<file path="src/rtl/cdb_arbiter.sv">
// cdb_arbiter: per-producer FIFOs arbitrated round-robin onto a registered CDB; define CDB_LOAD_PRIORITY_EN to give requester 0 absolute priority
module cdb_arbiter #(
    parameter int N_REQ  = 3,
    parameter int DEPTH  = 2,
    parameter int TAG_W  = 6,
    parameter int DATA_W = 32,
    localparam int SRC_W = N_REQ > 1 ? $clog2(N_REQ) : 1
) (
    input  logic                    clk,
    input  logic                    rst_n,
    input  logic                    flush,
    input  logic [N_REQ-1:0]        req_valid,
    input  logic [N_REQ*TAG_W-1:0]  req_tag,
    input  logic [N_REQ*DATA_W-1:0] req_data,
    output logic [N_REQ-1:0]        req_ready,
    output logic                    cdb_valid,
    output logic [TAG_W-1:0]        cdb_tag,
    output logic [DATA_W-1:0]       cdb_data,
    output logic [SRC_W-1:0]        cdb_src
);
    localparam int PTR_W = DEPTH > 1 ? $clog2(DEPTH) : 1;
    localparam int CNT_W = $clog2(DEPTH) + 1;
    localparam int E_W   = TAG_W + DATA_W;

    logic [E_W-1:0]   mem [N_REQ][DEPTH];
    logic [PTR_W-1:0] rd_ptr [N_REQ];
    logic [PTR_W-1:0] wr_ptr [N_REQ];
    logic [CNT_W-1:0] count [N_REQ];
    logic [SRC_W-1:0] rr_ptr, win;
    logic [N_REQ-1:0] cand, rr_cand, push, pop;
    logic             any, rr_upd;
    logic [E_W-1:0]   head;

    function automatic logic [PTR_W-1:0] inc(input logic [PTR_W-1:0] p);
        return (p == PTR_W'(DEPTH - 1)) ? '0 : p + 1'b1;
    endfunction

    always_comb begin
        for (int i = 0; i < N_REQ; i++) begin
            cand[i]      = count[i] != '0;
            req_ready[i] = rst_n && count[i] != CNT_W'(DEPTH);
        end
    end

`ifdef CDB_LOAD_PRIORITY_EN
    assign rr_cand = cand & ~N_REQ'(1);
    assign rr_upd  = any && !cand[0];
`else
    assign rr_cand = cand;
    assign rr_upd  = any;
`endif

    // second pass overrides the wrapped pick with the first candidate at or after rr_ptr
    always_comb begin
        win = '0;
        for (int i = N_REQ - 1; i >= 0; i--) if (rr_cand[i]) win = SRC_W'(i);
        for (int i = N_REQ - 1; i >= 0; i--) if (rr_cand[i] && i >= int'(rr_ptr)) win = SRC_W'(i);
`ifdef CDB_LOAD_PRIORITY_EN
        if (cand[0]) win = '0;
`endif
    end

    assign any  = |cand;
    assign push = req_valid & req_ready;
    assign pop  = any ? (N_REQ'(1) << win) : '0;
    assign head = mem[win][rd_ptr[win]];

    always_ff @(posedge clk) begin
        if (!rst_n || flush) begin
            rr_ptr    <= '0;
            cdb_valid <= 1'b0;
            cdb_tag   <= '0;
            cdb_data  <= '0;
            cdb_src   <= '0;
            for (int i = 0; i < N_REQ; i++) begin
                rd_ptr[i] <= '0;
                wr_ptr[i] <= '0;
                count[i]  <= '0;
            end
        end else begin
            if (rr_upd) rr_ptr <= (win == SRC_W'(N_REQ - 1)) ? '0 : win + 1'b1;
            cdb_valid             <= any;
            {cdb_tag, cdb_data}   <= any ? head : '0;
            cdb_src               <= any ? win : '0;
            for (int i = 0; i < N_REQ; i++) begin
                if (push[i]) wr_ptr[i] <= inc(wr_ptr[i]);
                if (pop[i]) rd_ptr[i] <= inc(rd_ptr[i]);
                count[i] <= count[i] + CNT_W'(push[i]) - CNT_W'(pop[i]);
            end
        end
    end

    // storage needs no reset: a slot is only read once its count covers it
    always_ff @(posedge clk) begin
        for (int i = 0; i < N_REQ; i++)
            if (push[i]) mem[i][wr_ptr[i]] <= {req_tag[i*TAG_W +: TAG_W], req_data[i*DATA_W +: DATA_W]};
    end
endmodule

</file>
<file path="config.mk">
export PLATFORM = sky130hd
export DESIGN_NAME = cdb_arbiter
export DESIGN_NICKNAME = d
export VERILOG_FILES = /design/src/rtl/cdb_arbiter.sv
export SDC_FILE = /design/constraint.sdc
export NUM_CORES = 1
export LEC_CHECK = 0
export CORE_ASPECT_RATIO = 0.9
export CORE_MARGIN = 2
export CORE_UTILIZATION = 40
export CTS_CLUSTER_SIZE = 40
export DETAILED_ROUTE_END_ITERATION = 10
export PLACE_DENSITY = 0.65
export SLEW_MARGIN = 20
export SYNTH_ARGS = -nofsm -noshare
export SYNTH_HDL_FRONTEND = slang
export SYNTH_SLANG_ARGS = --single-unit
</file>
<file path="constraint.sdc">
create_clock -name clk -period 2.6 [get_ports clk]
set_input_delay 0.26 -clock clk [delete_from_list [all_inputs] [get_ports clk]]
set_output_delay 0.26 -clock clk [all_outputs]
set_load 0.1 [all_outputs]
</file>
==> summary.md, run 1 <==
| Metric | Value |
|---|---|
| Tcrit/Tclk final | 0.920 |
| Synth Area in Adders | 0.00744 |
| Post-synth top area cell | edfxtp_1 |
| Status | finished clean |
| Max_cap viols | 0 |
| Initial antenna violation count | 3 |
| Post-synthesis sequential area ratio | 0.794 |
| Fin. max-slew vios | 0 |
| Max Root-Sink Buffers | 3 |
| # setup viols final | 0 |
| Syn_nets | 681 |
| Grt met2 use | 0.308 |
| Via count | 5930 |
| Setup TNS | 0 ns |
| Starting Density | 0.404 |
| Setup crit end kind | flop |
| YS warnings | 0 |
| CP max FO | 34 |
| Largest net degree at the start of global routing | 51 |
| Pleak | 4.52 nW |
| # IOs | 164 |
| Floorplan Core Area | 25000 um^2 |
| Tightest Hold Check Type | input pin to flop |
| M3 GR Usage | 0.0386 |
| CTS-repair resized insts | 0 |
| Clock Sinks | 283 |
| DRT Pass-1 Iters | 7 |
| Filler cell count | 1986 |
| Skew final | 0.00794 ns |
| Critical path origin | count[0][3] |
| Cell variety after synth | 34 |
| Fin area | 13300 um^2 |
| Pwr dens | 1090 nW/um^2 |
| Final Hold Viols | 0 |
| Die area | 26500 um^2 |
| Grt peak-use layer | met2 |
| Total global-route track usage | 0.179 |
| Die W | 171 um |
| Worst Setup Start Kind | flop |
| Worst hold slack | 0.309 ns |
| First-pass GRT wire length | 35.5 mm |
| CP arrival | 2.83 ns |
| Post-Synth XOR/XNOR Area | 0.00521 |
| ANT nets after route | 0 |
| Multiplexer area fraction after synthesis | 0 |
| CTS root buf | clkbuf_16 |
| Simple-Gate Fraction of Synth Area | 0.0474 |
| Num rows | 55 |
| Post-Syn Area per Cell | 18.2 um^2 |
| Post-route minimum period | 2.39 ns |
| Total gr overflow | 0 |
| Final WS setup | 0.209 ns |
| Yosys reg bits | 283 |
| Routability cong. | 0.774 |
| Layout cells sized above 1 | 0.205 |
| Nets | 864 |
| Max Fclk | 0.418 GHz |
| Worst-Skew Late Latency | 0.53 ns |
| Hold_sp | req_data[38] |
| Post-place setup slack | 0.0305 ns |
| Vias/cell | 5.37 |
| Peak supply drop | 0.000609 V |
| Worst Path Required | 3.04 ns |
| Main combinational cell family by area after synthesis | compound AO/OA/AOI/OAI gates |
| Setup CP Type | flop to flop |
| Synthesis-to-layout area growth | 31.4% |
| Reg clk slew, reported paths | 0.06 ns |
| Top cell type's share of synthesized area | 0.697 |
| Final wirelength | 24.0 mm |
| Mapped Area | 10100 um^2 |
| WL per Instance | 21.8 um |
| CTS tree | done |
| Final HPWL DP | 14.5 mm |
| Worst-margin pin slew | 0.506 ns |
| DR iter-0 viols | 742 |
| Cells after synthesis | 555 |
| Placed cell areas | 12200 um^2 |
| H-Tree Depth | 1 |
| RSZ-0062 raised after global routing | no |
| Post-route DRC | 0 |
| CTS buffer count | 29 |
| Slew margin rel. | 0.662 |
| GR Util met1 | 0.229 |
| Synth Area in Compound Gates | 0.124 |
| Largest cells by area after synthesis | edfxtp_1 (70%), dfxtp_1 (9.7%), a222oi_1 (7.5%) |
| Die height | 155 um |
| Port bufs | 163 |
| Vias in the first global route | 6407 |
| FF-to-FF Start | count[0][3] |
layer usage:
layer,share of wire,vias up
li1,-,2675
met1,0.41,2952
met2,0.49,260
met3,0.074,41
met4,0.020,2
met5,0.00054,-
cell usage in the layout, fill, tap and decap left out, types with 3 or more instances in the layout:
cell type | netlist | layout
edfxtp_1 | 234 | 234
clkdlybuf4s50_1 | 0 | 119
a222oi_1 | 76 | 76
buf_4 | 1 | 62
dfxtp_1 | 49 | 49
nor2b_1 | 40 | 40
clkbuf_16 | 0 | 29
a211oi_2 | 20 | 20
a211oi_1 | 18 | 18
nor2_1 | 16 | 13
inv_1 | 12 | 12
clkinv_2 | 0 | 8
buf_12 | 0 | 8
nand2_1 | 8 | 7
ha_1 | 6 | 6
bufinv_16 | 0 | 6
nand2b_1 | 5 | 5
and2_1 | 5 | 5
nor2_4 | 1 | 4
a21boi_4 | 0 | 3
and3_2 | 0 | 3
xor2_1 | 3 | 3
xnor2_1 | 3 | 3
stage by stage:
stage               power (mW)   util  instances
floorplan                 8.86      -        555
global placement          10.1  0.489       1047
detailed placement        10.2  0.489       1047
CTS                       14.5  0.530       1100
global route              15.0  0.531       1102
finish                    14.4  0.531       1104
worst max-delay path: stages (launching register included):
cell and delay, ns:
dfxtp_1 0.36, nor2_1 0.41, o21ai_1 0.22, a21oi_4 0.30
buf_4 0.45, a222oi_1 0.17, nor2b_1 0.17, a211oi_1 0.21
kinds of logic after synthesis:
logic type	count (synthesis)
AO/OA/AOI/OAI	126
buffers and inverters	49
adder cells (fa/ha/maj)	6
AND/OR/NAND/NOR	85
flip-flops	283
XOR/XNOR	6
state kept, by name, indices dropped and copies added (netlist names):
signal     flops
rr_ptr         2
rd_ptr         3
count          6
mem          228
wr_ptr         3
cdb_valid      1
cdb_tag        6
cdb_src        2
cdb_data      32
synthesized netlist by cell type, drive strengths merged:
library cell  instances
a21oi                 2
and2                  5
buf                  16
nand2b                5
dfxtp                49
o21ai                 4
nand3                 1
clkbuf               21
o31ai                 2
a222oi               76
nand2                 8
edfxtp              234
and3                  3
nor3                  2
xnor2                 3
xor2                  3
a21boi                3
nor4                  2
inv                  12
nor2b                40
a211oi               38
a221o                 1
ha                    6
nor2                 19
report_power, final:
part	internal [mW]	switching [mW]
Clock	2.69	1.65
Combinational	1.53	3.09
Sequential	5.33	0.147
worst paths after layout:
kind / end / slack, ns / depth (start not counted)
setup / recovery: cdb_data[16] / 0.21 / 7
hold / removal: mem[1][44] / 0.31 / 1
setup reg to reg: cdb_data[16] / 0.21 / 7
hold reg to reg: rr_ptr[1] / 0.54 / 2
repair_timing:
item                                    CTS  global route
endpoints found under the setup margin    0             5
buffers inserted                          0             2
hold buffers                              0             0
hold endpoints to repair                  0             0
layout make-up:
class	instances	area (um^2)	share of cell area
Tap cell	342	428	0.0323
Antenna cell	2	5.00	0.000378
Clock buffer	33	761	0.0574
Timing Repair Buffer	189	1820	0.137
Clock inverter	20	260	0.0196
Multi-Input combinational cell	223	1930	0.146
Inverter	12	45.0	0.00340
Sequential cell	283	8010	0.604
(Power assumes the default switching activity.)
==> inputs of run 2 (changes only) <==
--- a/config.mk
+++ b/config.mk
@@ -10,6 +10,7 @@
 export CORE_UTILIZATION = 40
 export CTS_CLUSTER_SIZE = 40
 export DETAILED_ROUTE_END_ITERATION = 10
+export GPL_TIMING_DRIVEN = 0
 export PLACE_DENSITY = 0.65
 export SLEW_MARGIN = 20
 export SYNTH_ARGS = -nofsm -noshare
==> run 2 against run 1 <==
Against the previous run: final cell count is 1.3% higher; clock skew rose by 0.0034 ns; setup slack worse by 0.040 ns; combinational power is 7.1% higher; count of clock-buffer cells in the layout rose by 5; register-to-register slack lost 0.04 ns; non-clock buffer count is 17 higher; core utilization rose by 0.28 points; largest power group unchanged; critical endpoint is now cdb_data[20]; final area is 0.52% higher; maximum frequency is 1.7% lower; die area stayed put.
==> summary.md, run 2 (same netlist as run 1, synthesis figures left out) <==
| Metric | Value |
|---|---|
| Final WS setup | 0.169 ns (was 0.209 ns) |
| Most common library cell in the layout ignoring fill and taps | edfxtp_1 (unchanged) |
| Post-route DRC | 0 (unchanged) |
| Num rows | 55 (unchanged) |
| Via count | 6221 (was 5930) |
| Setup TNS | 0 ns (unchanged) |
| Vias in the first global route | 6683 (was 6407) |
| Port bufs | 163 (unchanged) |
| Setup CP Type | flop to flop (unchanged) |
| Skew final | 0.0114 ns (was 0.00794 ns) |
| DR iter-0 viols | 820 (was 742) |
| Diode count | 0 (was 2) |
| CTS tree | done (unchanged) |
| Vias/cell | 5.56 (was 5.37) |
| Nets | 880 (was 864) |
| Worst Path Required | 3.04 ns (about the same) |
| Initial antenna violation count | 0 (was 3) |
| Layout cells sized above 1 | 0.138 (was 0.205) |
| Floorplan Core Area | 25000 um^2 (unchanged) |
| Pleak | 4.40 nW (was 4.52 nW) |
| Worst-Skew Late Latency | 0.54 ns (was 0.53 ns) |
| Max Root-Sink Buffers | 3 (unchanged) |
| Largest net degree at the start of global routing | 39 (was 51) |
| WL per Instance | 24.0 um (was 21.8 um) |
| Tightest Hold Check Type | input pin to flop (unchanged) |
| CP arrival | 2.87 ns (was 2.83 ns) |
| Commonest non-fill, non-tap cells in the layout | edfxtp_1 (234), clkdlybuf4s50_1 (160), a222oi_1 (76) (was edfxtp_1 (234), clkdlybuf4s50_1 (119), a222oi_1 (76)) |
| Reg clk slew, reported paths | 0.06 ns (about the same) |
| Status | finished clean (unchanged) |
| Final Hold Viols | 0 (unchanged) |
| Peak supply drop | 0.000827 V (was 0.000609 V) |
| Slew margin rel. | 0.269 (was 0.662) |
| Clock Sinks | 283 (unchanged) |
| Post-place setup slack | -0.268 ns (was 0.0305 ns) |
| RSZ-0062 raised after global routing | yes (was no) |
| Worst hold slack | 0.305 ns (was 0.309 ns) |
| CTS root buf | clkbuf_16 (unchanged) |
| # setup viols final | 0 (unchanged) |
| Worst-margin pin slew | 1.09 ns (was 0.506 ns) |
| CTS buffer count | 28 (was 29) |
| Max Fclk | 0.411 GHz (was 0.418 GHz) |
| Die W | 171 um (unchanged) |
| Total global-route track usage | 0.199 (was 0.179) |
| Final wirelength | 26.8 mm (was 24.0 mm) |
| DRT Pass-1 Iters | 6 (was 7) |
| Post-route minimum period | 2.43 ns (was 2.39 ns) |
| Starting Density | 0.404 (unchanged) |
| Final HPWL DP | 16.4 mm (was 14.5 mm) |
| Synthesis-to-layout area growth | 32.1% (was 31.4%) |
| Total gr overflow | 0 (unchanged) |
| # IOs | 164 (unchanged) |
| Max_cap viols | 0 (unchanged) |
| H-Tree Depth | 1 (unchanged) |
| ANT nets after route | 0 (unchanged) |
| Number of flip-flops in the largest register | 228 (unchanged) |
| First-pass GRT wire length | 39.1 mm (was 35.5 mm) |
| Routability cong. | 0.771 (was 0.774) |
| Die area | 26500 um^2 (unchanged) |
| Die height | 155 um (unchanged) |
| CP max FO | 10 (was 34) |
| Setup crit end kind | flop (unchanged) |
| Fin util | 0.533 (was 0.531) |
| Pwr dens | 1100 nW/um^2 (was 1090 nW/um^2) |
| Tcrit/Tclk final | 0.935 (was 0.920) |
| Worst Setup Start Kind | flop (unchanged) |
| Fin. max-slew vios | 0 (unchanged) |
| Filler cell count | 1986 (unchanged) |
-- run 2: critical path: stages, from the launching register on --
cell      delay, ns
dfxtp_1        0.36
nor2_2         0.28
o21ai_1        0.18
a21oi_4        0.30
clkbuf_1       0.58
a222oi_1       0.18
nor2b_1        0.20
a211oi_2       0.25
-- run 2: metal layers --
| metal | GRT usage | wire length, um | vias to the layer above |
|---|---|---|---|
| met5 | 0 | 0 | - |
| met4 | 0.0525 | 521 | 0 |
| met1 | 0.270 | 11100 | 3139 |
| met3 | 0.0361 | 2150 | 45 |
| li1 | - | - | 2706 |
| met2 | 0.333 | 13000 | 331 |
-- run 2: path summary, 6_finish.rpt --
path / from / end / slack, ns / depth (start not counted)
setup reg to reg: count[0][3] / cdb_data[20] / 0.17 / 7
hold / removal: req_tag[8] / mem[1][72] / 0.31 / 1
setup / recovery: count[0][3] / cdb_data[20] / 0.17 / 7
hold reg to reg: rd_ptr[2] / rd_ptr[2] / 0.57 / 1
-- run 2: layout make-up --
| class | count | area [um^2] | share of cell area |
|---|---|---|---|
| Buffer | 36 | 193 | 0.0145 |
| Multi-Input combinational cell | 223 | 1940 | 0.145 |
| Inverter | 12 | 45.0 | 0.00338 |
| Sequential cell | 283 | 8010 | 0.601 |
| Clock inverter | 14 | 180 | 0.0135 |
| Tap cell | 342 | 428 | 0.0321 |
| Clock buffer | 38 | 790 | 0.0592 |
| Timing Repair Buffer | 170 | 1750 | 0.131 |
-- run 2: power by group --
| part | leakage [nW] | internal (mW) | switching, mW |
|---|---|---|---|
| combinational | 1.39 | 1.55 | 3.40 |
| sequential | 2.56 | 5.33 | 0.147 |
| clock | 0.460 | 2.52 | 1.66 |
-- run 2: through the flow --
| stage | instances | power, mW | instance area (um^2) |
|---|---|---|---|
| 6_report | 1118 | 14.6 | 13300 |
| 5_1_grt | 1118 | 15.2 | 13300 |
| 4_1_cts | 1117 | 14.7 | 13300 |
| 3_5_place_dp | 1065 | 10.5 | 12300 |
| 3_3_place_gp | 1060 | 10.4 | 12200 |
| 2_1_floorplan | 555 | 8.86 | 10100 |
-- run 2: timing repair --
item                       4_1_cts  5_1_grt
buffers inserted                 0        2
resized for setup                8       14
setup endpoints to repair        9       20
hold buffers                     0        0
pin swaps                        2        2
